===== src/rtl/uart_hex_fmt_tx.sv =====
// Word FIFO feeding an ASCII hex formatter that drives a valid/ready byte stream to a UART TX core.
// Each word prints as uppercase hex, with optional "0x" prefix, leading-zero suppression and terminator.
//
// state | meaning
// IDLE  | no word in flight, o_byte_vld low
// PFX0  | presenting "0"
// PFX1  | presenting "x"
// NIB   | presenting hex digit k (msb first)
// TERM1 | presenting space, LF or CR
// TERM2 | presenting LF after CR
module uart_hex_fmt_tx #(
  parameter int DATA_W = 32,
  parameter int DEPTH  = 4,
  parameter int CNT_W  = $clog2(DEPTH + 1)
) (
  input  logic              clk,
  input  logic              rst,
  input  logic [DATA_W-1:0] i_tx_data,
  input  logic              i_tx_stb,
  output logic              o_tx_rdy,
  input  logic              i_prefix,
  input  logic              i_nolz,
  input  logic [1:0]        i_term,
  output logic [7:0]        o_byte,
  output logic              o_byte_vld,
  input  logic              i_byte_rdy,
  output logic              o_busy,
  output logic [CNT_W-1:0]  o_fifo_cnt
);

  localparam int NDIG = DATA_W / 4;
  localparam int KW   = (NDIG > 1) ? $clog2(NDIG) : 1;
  localparam int PW   = $clog2(DEPTH);

  typedef enum logic [2:0] {IDLE, PFX0, PFX1, NIB, TERM1, TERM2} state_t;

  logic [DATA_W-1:0] mem [DEPTH];
  logic [PW-1:0]     wr_ptr, rd_ptr;
  state_t            state;
  logic [DATA_W-1:0] word;
  logic [KW-1:0]     k, k_m1, start_k;
  logic [1:0]        term_q;
  logic              wr_en, rd_en, hs, last_byte;
  logic [DATA_W-1:0] head;
  logic [CNT_W-1:0]  cnt_next;
  logic [3:0]        nib_head, nib_cur, nib_nxt;

  function automatic logic [7:0] hex_char(input logic [3:0] n);
    return (n < 4'd10) ? (8'h30 + {4'h0, n}) : (8'h37 + {4'h0, n});
  endfunction

  function automatic logic [7:0] term_char(input logic [1:0] t);
    case (t)
      2'd1:    return 8'h20;
      2'd2:    return 8'h0A;
      2'd3:    return 8'h0D;
      default: return 8'h00;
    endcase
  endfunction

  always_comb begin
    head      = mem[rd_ptr];
    wr_en     = i_tx_stb & o_tx_rdy;
    hs        = o_byte_vld & i_byte_rdy;
    last_byte = ((state == NIB) && (k == '0) && (term_q == 2'd0)) ||
                ((state == TERM1) && (term_q != 2'd3)) ||
                (state == TERM2);
    // popping on the last handshake lets the next word follow with no bubble
    rd_en     = (o_fifo_cnt != '0) && ((state == IDLE) || (hs && last_byte));
    cnt_next  = o_fifo_cnt + CNT_W'(wr_en) - CNT_W'(rd_en);
    start_k   = KW'(NDIG - 1);
    if (i_nolz) begin
      start_k = '0;
      for (int i = 1; i < NDIG; i++)
        if (head[4*i +: 4] != 4'h0) start_k = KW'(i);
    end
    k_m1     = k - 1'b1;
    nib_head = head[4*int'(start_k) +: 4];
    nib_cur  = word[4*int'(k) +: 4];
    nib_nxt  = word[4*int'(k_m1) +: 4];
  end

  assign o_busy = (o_fifo_cnt != '0) | (state != IDLE) | o_byte_vld;

  always_ff @(posedge clk)
    if (wr_en) mem[wr_ptr] <= i_tx_data;

  always_ff @(posedge clk or posedge rst) begin
    if (rst) begin
      wr_ptr     <= '0;
      rd_ptr     <= '0;
      o_fifo_cnt <= '0;
      o_tx_rdy   <= 1'b1;
      state      <= IDLE;
      word       <= '0;
      k          <= '0;
      term_q     <= 2'd0;
      o_byte     <= 8'h00;
      o_byte_vld <= 1'b0;
    end else begin
      if (wr_en) wr_ptr <= wr_ptr + 1'b1;
      if (rd_en) rd_ptr <= rd_ptr + 1'b1;
      o_fifo_cnt <= cnt_next;
      o_tx_rdy   <= (cnt_next != CNT_W'(DEPTH));
      if (rd_en) begin
        word       <= head;
        k          <= start_k;
        term_q     <= i_term;
        o_byte_vld <= 1'b1;
        if (i_prefix) begin
          state  <= PFX0;
          o_byte <= 8'h30;
        end else begin
          state  <= NIB;
          o_byte <= hex_char(nib_head);
        end
      end else if (hs) begin
        case (state)
          PFX0: begin
            state  <= PFX1;
            o_byte <= 8'h78;
          end
          PFX1: begin
            state  <= NIB;
            o_byte <= hex_char(nib_cur);
          end
          NIB: begin
            if (k != '0) begin
              k      <= k_m1;
              o_byte <= hex_char(nib_nxt);
            end else if (term_q != 2'd0) begin
              state  <= TERM1;
              o_byte <= term_char(term_q);
            end else begin
              state      <= IDLE;
              o_byte     <= 8'h00;
              o_byte_vld <= 1'b0;
            end
          end
          TERM1: begin
            if (term_q == 2'd3) begin
              state  <= TERM2;
              o_byte <= 8'h0A;
            end else begin
              state      <= IDLE;
              o_byte     <= 8'h00;
              o_byte_vld <= 1'b0;
            end
          end
          TERM2: begin
            state      <= IDLE;
            o_byte     <= 8'h00;
            o_byte_vld <= 1'b0;
          end
          default: begin
            state      <= IDLE;
            o_byte_vld <= 1'b0;
          end
        endcase
      end
    end
  end

endmodule


===== config.mk =====
export PLATFORM = sky130hd
export DESIGN_NAME = uart_hex_fmt_tx
export DESIGN_NICKNAME = d
export VERILOG_FILES = /design/src/rtl/uart_hex_fmt_tx.sv
export SDC_FILE = /design/constraint.sdc
export NUM_CORES = 1
export LEC_CHECK = 0
export ABC_AREA = 1
export ABC_CLOCK_PERIOD_IN_PS = 6500
export CORE_MARGIN = 4
export CORE_UTILIZATION = 62
export DETAILED_ROUTE_END_ITERATION = 12
export MAX_ROUTING_LAYER = met4
export PLACE_DENSITY = 0.83
export SETUP_SLACK_MARGIN = 0.3
export SLEW_MARGIN = 10
export SYNTH_ARGS = -nofsm -noshare
export SYNTH_HDL_FRONTEND = slang
export SYNTH_SLANG_ARGS = --single-unit

===== constraint.sdc =====
create_clock -name clk -period 6.5 [get_ports clk]
set_clock_uncertainty 0.1 [all_clocks]
set_input_delay 1.625 -clock clk [delete_from_list [all_inputs] [get_ports clk]]
set_output_delay 1.625 -clock clk [all_outputs]
set_load 0.02 [all_outputs]

==> summary.txt, run 1 <==
Detailed routing
  • Vias per inst: between 5 and 6
  • First-pass DRT Iterations: 7
  • Via Count: just under 7000
  • # DRC: 0
  • Final ANT Viol Nets: 0
  • WL final: between 15 and 20 mm
  • DRT iter0 DRCs: 732
  • WL/cell: 16.7 um

Clock tree
  • Post-CTS Resized: 0
  • Clock sink count: 184
  • Clk Latency, worst-skew pair: around 0.43 ns
  • CTS tree: yes
  • Clock buffer count from CTS: 17
  • Hold-fix buffers, CTS: 0
  • CTS max path bufs: 2
  • Post-CTS setup buffers: 0
  • Root Buffer: clkbuf_16
  • H-tree Lvls: 4
  • Clk slew on worst S/H paths: around 0.06 ns

Timing
  • Final hold violation count: 0
  • Maximum clock rate: around 260 MHz
  • Final min period: just under 4 ns
  • Final period util: 0.600
  • Setup TNS: 0 ns
  • RSZ-0062 raised after global routing: no
  • Slew HR: 0.399
  • PnR worst setup slack: 2.60 ns
  • Final setup viols: 0
  • Pin slew with the least headroom to its limit: ~0.9 ns
  • Final Max Tran Viols: 0

Flow run
  • Max-cap viol count: 0

GRT
  • GRT overflow: 0
  • Global-route wire length before repair: between 30 and 40 mm
  • Antenna violations before repair: 0
  • Largest net degree at the start of global routing: 76
  • Vias in the first global route: roughly 6600
  • Gr usage total: 0.259

Yosys
  • Unique masters post-synth: 47
  • #FFs+latches synth: 184
  • Sequential share of the synthesized area: 0.590
  • Post-synth ARST share: 0.304
  • Largest cells by area after synthesis: edfxtp_1 (43%), dfrtp_1 (15%), nand2_1 (13%), nand3_1 (5.6%), o21ai_0 (3.9%)
  • Cells after Synth: 949
  • Yosys Warn Count: 0
  • Synth Cell Area: approximately 0.0089 mm^2
  • Post-synth EDFFs: approximately 130
  • Synth area leader: edfxtp_1
  • Syn_nets: 1002
  • Synth top area share: 0.432
  • Syn Area/Cell: 9.37 um^2
  • Most used DFF post-synth: edfxtp_1

Pwr
  • PwrDens: 294 mW/mm^2
  • Comb pwr share: 0.130
  • Clock share of power: 0.369
  • Sequential cell fraction of total power: 0.501
  • Switching share of total power: 0.254
  • Leakage power: ~4.1 nW
  • Total chip power: between 2 and 3 mW
  • NetSw: about 0.75 mW
  • Peak VDD IR: approximately 0.22 mV
  • Internal power: about 2.2 mW

Critical path
  • Critical Path Max Stage Delay: 0.55 ns
  • Startpoint types: input pin
  • Worst path bufs/invs: 4
  • Crit path required time: 6.75 ns
  • Crit-path slowest cell: clkdlybuf4s50_1
  • Critical Path End: o_byte[2]
  • CP Depth: 16
  • Setup crit start: i_nolz
  • Worst r2r src: k[0]
  • Reg2reg path depth: 17
  • Crit-path max FO: 18
  • Worst setup EP type: register
  • CP dominant cell by count: nand2_1
  • Critical Path, Cell by Cell: clkdlybuf4s50_1 -> nand3_2 -> nor2_4 -> nand2_4 -> inv_1 -> nand2_1 -> a31oi_1 -> nand2_1 -> inv_1 -> ha_1 -> inv_1 -> nor2_2 -> nand3_1 -> nand2_1 -> nand2_1 -> a21oi_1
  • Crit path kind: in2reg
  • CP Data Arrival Time: just over 4 ns
  • R2r setup slk: roughly 2.7 ns
  • Reg2reg end: o_tx_rdy
  • CP top delay family: simple AND/OR/NAND/NOR gates

Floorplanning
  • Die X: roughly 130 um
  • Starting density of the core: 0.636
  • Site Rows: between 40 and 50
  • Io pins: between 50 and 60
  • Total core area: around 0.014 mm^2
  • Die Area: about 0.016 mm^2
  • Die Height: 128 um

Placement
  • DPL Wire Length: approximately 13 mm
  • Placer congestion estimate: around 0.98
  • Dpl ws: roughly 2.2 ns
  • Port-buffer cells: 52
  • Post-DP Area: 0.00944 mm^2

Cells and area
  • Most frequent cells in the layout: nand2_1 (312), edfxtp_1 (128), nand3_1 (100)
  • Area of the multi-input gates: 0.00310 mm^2
  • Final layout net count: 1038
  • Commonest non-fill, non-tap cell in the layout: nand2_1
  • Fin area: about 0.01 mm^2
  • FF/Latch Area: 0.00525 mm^2
  • Fill cell count: 996
  • Layout cells sized above 1: 0.0721
  • Syn-to-layout area delta: 13.3%
  • Number of antenna diodes: 0

Outcome
  • Status: completed

Hold path
  • Min-delay worst type: reg2reg
  • Hold depth: 2
registers in the layout, summed over array words and instances (netlist names), 2 cells and up:
register    count
o_byte          7
state           3
term_q          2
word           32
mem           128
wr_ptr          2
k               3
o_fifo_cnt      3
rd_ptr          2
layer usage:
layer  vias up  track usage  share of wire  wire (um)
met5         -            -              0          0
met4         0        0.106          0.032        622
met3        67       0.0546          0.085       1670
met2       342        0.419           0.49       9680
met1      3202        0.321           0.39       7750
li1       3292            -              -          -
cell type report:
type / count / area share
Tap cell: 180 / 0.0224
Clock inverter: 15 / 0.0211
Timing Repair Buffer: 61 / 0.0584
Clock buffer: 17 / 0.0422
Sequential cell: 184 / 0.521
Inverter: 72 / 0.0273
Multi-Input combinational cell: 649 / 0.308
kinds of logic (layout without fill, tap and decap cells):
group / count (synthesis) / count (layout) / synth area share
other: 1 / 1 / 0.000422
AOI/OAI and AO/OA: 147 / 147 / 0.0936
adders and majority gates: 13 / 13 / 0.0191
and+or+nand+nor: 483 / 483 / 0.229
xor gates and xnor gates: 5 / 5 / 0.00492
DFF: 184 / 184 / 0.590
buffers and inverters: 116 / 165 / 0.0629
synthesized netlist by cell type, types with 2 or more instances:
master	count
xor2_1	4
clkinv_1	5
nand2_2	6
inv_2	2
o22a_2	2
nand3_1	100
o22a_1	3
buf_4	4
o31ai_1	2
o21ai_1	8
nor2_2	5
nand4_1	5
nor2_1	43
nor2_4	2
inv_1	63
nor3_1	3
a32o_1	4
ha_1	12
clkbuf_1	16
dfrtp_1	55
buf_2	11
inv_4	2
buf_6	12
nand2_4	2
o211ai_1	4
edfxtp_1	128
a21oi_1	41
a31oi_1	4
o21ai_0	70
o22ai_1	2
nand2_1	313
worst min path at each step:
stage / start / endpoint
3_3_place_gp: word[10] / word[10]
3_5_place_dp: word[27] / word[27]
2_1_floorplan: word[10] / word[10]
6_report: word[27] / word[27]
5_1_grt: word[27] / word[27]
4_1_cts: word[27] / word[27]
worst reg2reg max path: stages, from the launching register on:
cell and delay, ns:
dfrtp_1 0.38, inv_1 0.66, ha_1 0.27, nand2_1 0.17, nor4_1 0.30, o21ai_0 0.10, o21ai_0 0.10, nand2_2 0.08
clkinv_1 0.20, ha_1 0.28, inv_1 0.06, ha_1 0.13, inv_1 0.05, fa_1 0.37, xnor2_1 0.18, xor2_1 0.17
inv_1 0.08, nand2_1 0.06
stage by stage:
step / std cells / utilization / hold WS [ns]
2_1_floorplan: 949 / - / 0.353
3_3_place_gp: 1146 / 0.675 / 0.368
3_5_place_dp: 1146 / 0.675 / 0.377
4_1_cts: 1178 / 0.720 / 0.393
5_1_grt: 1178 / 0.720 / 0.402
6_report: 1178 / 0.720 / 0.388
power by group through the flow:
stage	Clock (mW)	Sequential [mW]	Combinational, mW
final	1.09	1.49	0.385
after global routing	1.16	1.50	0.425
after CTS	1.10	1.49	0.386
after detailed placement	0	1.51	0.383
after global placement	0	1.51	0.372
after floorplan	0	1.52	0.212
(Power assumes the default switching activity.)
==> inputs of run 2 (changes only) <==
--- a/config.mk
+++ b/config.mk
@@ -6,12 +6,12 @@
 export NUM_CORES = 1
 export LEC_CHECK = 0
 export ABC_AREA = 1
-export ABC_CLOCK_PERIOD_IN_PS = 6500
+export ABC_CLOCK_PERIOD_IN_PS = 3950
 export CORE_MARGIN = 4
-export CORE_UTILIZATION = 62
+export CORE_UTILIZATION = 60
 export DETAILED_ROUTE_END_ITERATION = 12
 export MAX_ROUTING_LAYER = met4
-export PLACE_DENSITY = 0.83
+export PLACE_DENSITY = 0.8
 export SETUP_SLACK_MARGIN = 0.3
 export SLEW_MARGIN = 10
 export SYNTH_ARGS = -nofsm -noshare
==> constraint.sdc (replaced) <==
create_clock -name clk -period 3.95 [get_ports clk]
set_clock_uncertainty 0.1 [all_clocks]
set_input_delay 0.9875 -clock clk [delete_from_list [all_inputs] [get_ports clk]]
set_output_delay 0.9875 -clock clk [all_outputs]
set_load 0.02 [all_outputs]
==> run 2 against run 1 <==
  * Worst setup slack lost 1.9 ns
  * Power grew 64%
  * Hold slack gained 0.0090 ns
  * Critical endpoint unchanged
  * Largest cell class unchanged
  * Highest routed layer unchanged
==> summary.txt, run 2 (synthesis results as in run 1) <==
Critical path
  • CP Data Arrival Time: 3.52 ns (-0.62 ns)
  • Reg2reg path depth: 22 (+5)
  • R2r setup slk: 0.70 ns (-2.02 ns)
  • Startpoint types: register
  • Worst r2r src: rd_ptr[1]
  • Crit-path max FO: 32 (+14)
  • Worst setup EP type: register
  • Setup crit start: rd_ptr[1]
  • Reg2reg end: o_byte[2]
  • Crit path kind: reg2reg
  • Crit path required time: 4.22 ns (-2.53 ns)

GRT
  • GRT overflow: 0 (unchanged)
  • Gr usage total: 0.267 (+0.00824)
  • Largest net degree at the start of global routing: 70 (-7.9%)
  • Global-route wire length before repair: 33.1 mm (+3.0%)
  • Vias in the first global route: 6590 (-0.71%)
  • Antenna violations before repair: 0 (unchanged)

Timing
  • Pin slew with the least headroom to its limit: 0.583 ns (-0.319 ns)
  • Worst hold slack: 0.397 ns (+0.00899 ns)
  • Final period util: 0.823
  • Setup TNS: 0 ns (unchanged)
  • Final hold violation count: 0 (unchanged)
  • Final min period: between 3 and 4 ns
  • Final setup viols: 0 (unchanged)
  • Slew HR: 0.609 (+0.210)
  • Final Max Tran Viols: 0 (unchanged)
  • Maximum clock rate: 308 MHz
  • RSZ-0062 raised after global routing: no

Cells and area
  • Max reg flops: 128 (unchanged)
  • Fin area: 0.0101 mm^2 (+0.42%)
  • Most frequent cells in the layout: nand2_1 (312), edfxtp_1 (128), nand3_1 (100)
  • Final core occ: 0.696 (-0.0241)
  • Syn-to-layout area delta: 13.8%
  • Commonest non-fill, non-tap cell in the layout: nand2_1
  • Largest registers: mem: 128 flops, word: 32 flops, o_byte: 7 flops
  • Number of antenna diodes: 0 (unchanged)
  • Largest Register: mem
  • Final layout net count: 1043 (+0.48%)
  • Layout cells sized above 1: 0.0738 (+0.00163)

Floorplanning
  • Die Area: 0.0168 mm^2 (+3.1%)
  • Starting density of the core: 0.612 (-0.0239)
  • Die Height: 130 um (+1.5%)
  • Die X: 130 um (+1.5%)
  • Total core area: 0.0145 mm^2 (+3.9%)
  • Io pins: 54 (unchanged)
  • Site Rows: 44 (+2.3%)

Pwr
  • Total chip power: 4.87 mW (+64%)
  • PwrDens: 481 mW/mm^2 (+63%)
  • Leakage power: 4.10 nW (+0.43%)
  • Peak VDD IR: 0.319 mV (+43%)

Detailed routing
  • First-pass DRT Iterations: 6 (-1)
  • WL/cell: 17.8 um (+6.2%)
  • WL final: 21.1 mm (+7.0%)
  • Vias per inst: 5.79 (-1.1%)
  • DRT iter0 DRCs: 864 (+18%)
  • Final ANT Viol Nets: 0 (unchanged)
  • # DRC: 0 (unchanged)
  • Via Count: 6878 (-0.36%)

Placement
  • Post-DP Area: 0.00949 mm^2 (+0.58%)
  • Port-buffer cells: 52 (unchanged)
  • Placer congestion estimate: 0.947 (-3.4%)
  • DPL Wire Length: 13.7 mm (+5.6%)

Hold path
  • Hold_sp: o_byte[5]
  • Worst Hold End: o_byte[5]
  • Hold depth: 2 (unchanged)
  • Min-delay worst type: reg2reg

Clock tree
  • Clk Latency, worst-skew pair: 0.44 ns (about the same)
  • CTS max path bufs: 2 (unchanged)
  • Clock buffer count from CTS: 17 (unchanged)
  • Post-CTS setup buffers: 0 (unchanged)
  • H-tree Lvls: 4 (unchanged)
  • CTS tree: yes
  • Hold-fix buffers, CTS: 0 (unchanged)
  • Clk slew on worst S/H paths: 0.07 ns (about the same)
  • Clock sink count: 184 (unchanged)
  • Root Buffer: clkbuf_16

Outcome
  • Status: completed

Flow run
  • Max-cap viol count: 0 (unchanged)
[run 2: changes by cell type in the layout (fill, tap and decap cells not counted), sizes merged]
cell	previous run	this run
inv	73	71
buf	9	14
clkbuf	17	18
clkinv	9	10
[run 2: area by class of cell]
cell class / instances / area [um^2]
fillers: 1097 / 4420
flip-flops and latches: 184 / 5250
inverters: 72 / 278
clock inverters: 14 / 194
multi-input cells: 649 / 3100
clock buffers: 18 / 429
repair buffers: 66 / 638
well taps: 184 / 230
[run 2: worst max path at each step]
| stage | endpoint | cells after the start |
|---|---|---|
| floorplan | o_fifo_cnt[2] | 19 |
| global placement | o_fifo_cnt[2] | 15 |
| detailed placement | o_fifo_cnt[2] | 15 |
| CTS | o_byte[2] | 26 |
| global route | o_byte[2] | 22 |
| finish | o_byte[2] | 22 |
[run 2: metal layers]
layer,GRT usage,routed length [um]
met1,0.322,8220
met2,0.443,10700
met3,0.0491,1450
met4,0.120,781
met5,-,0
[run 2: report_power, final]
group          internal [mW]  switching, mW
Sequential              2.37         0.0755
Clock                   1.06          0.720
Combinational          0.199          0.440
[run 2: stage by stage]
| step | worst slack (ns) | cells |
|---|---|---|
| 3_5_place_dp | 0.420 | 1155 |
| 5_1_grt | 0.415 | 1187 |
| 4_1_cts | 0.624 | 1187 |
| 3_3_place_gp | 0.482 | 1155 |
| 2_1_floorplan | 0.446 | 949 |
| 6_report | 0.699 | 1187 |
[run 2: repair_timing]
action | 4_1_cts | 5_1_grt
setup endpoints to repair | 0 | 1
hold endpoints to repair | 0 | 0
gates resized for setup | 0 | 1
[run 2: critical path, stage by stage, from the launching register on]
cell     delay, ns
dfrtp_1       0.40
buf_4         0.39
nand3_1       0.12
nand2_1       0.25
nand2_1       0.08
nor2_1        0.12
nand2_1       0.08
nand2_1       0.08
nand2_2       0.07
nand2_4       0.15
nand2_4       0.15
inv_1         0.14
nand2_1       0.06
a31oi_1       0.15
nand2_1       0.10
inv_1         0.09
ha_1          0.16
inv_1         0.05
nor2_2        0.11
nand3_1       0.07
nand2_1       0.06
nand2_1       0.05
a21oi_1       0.10
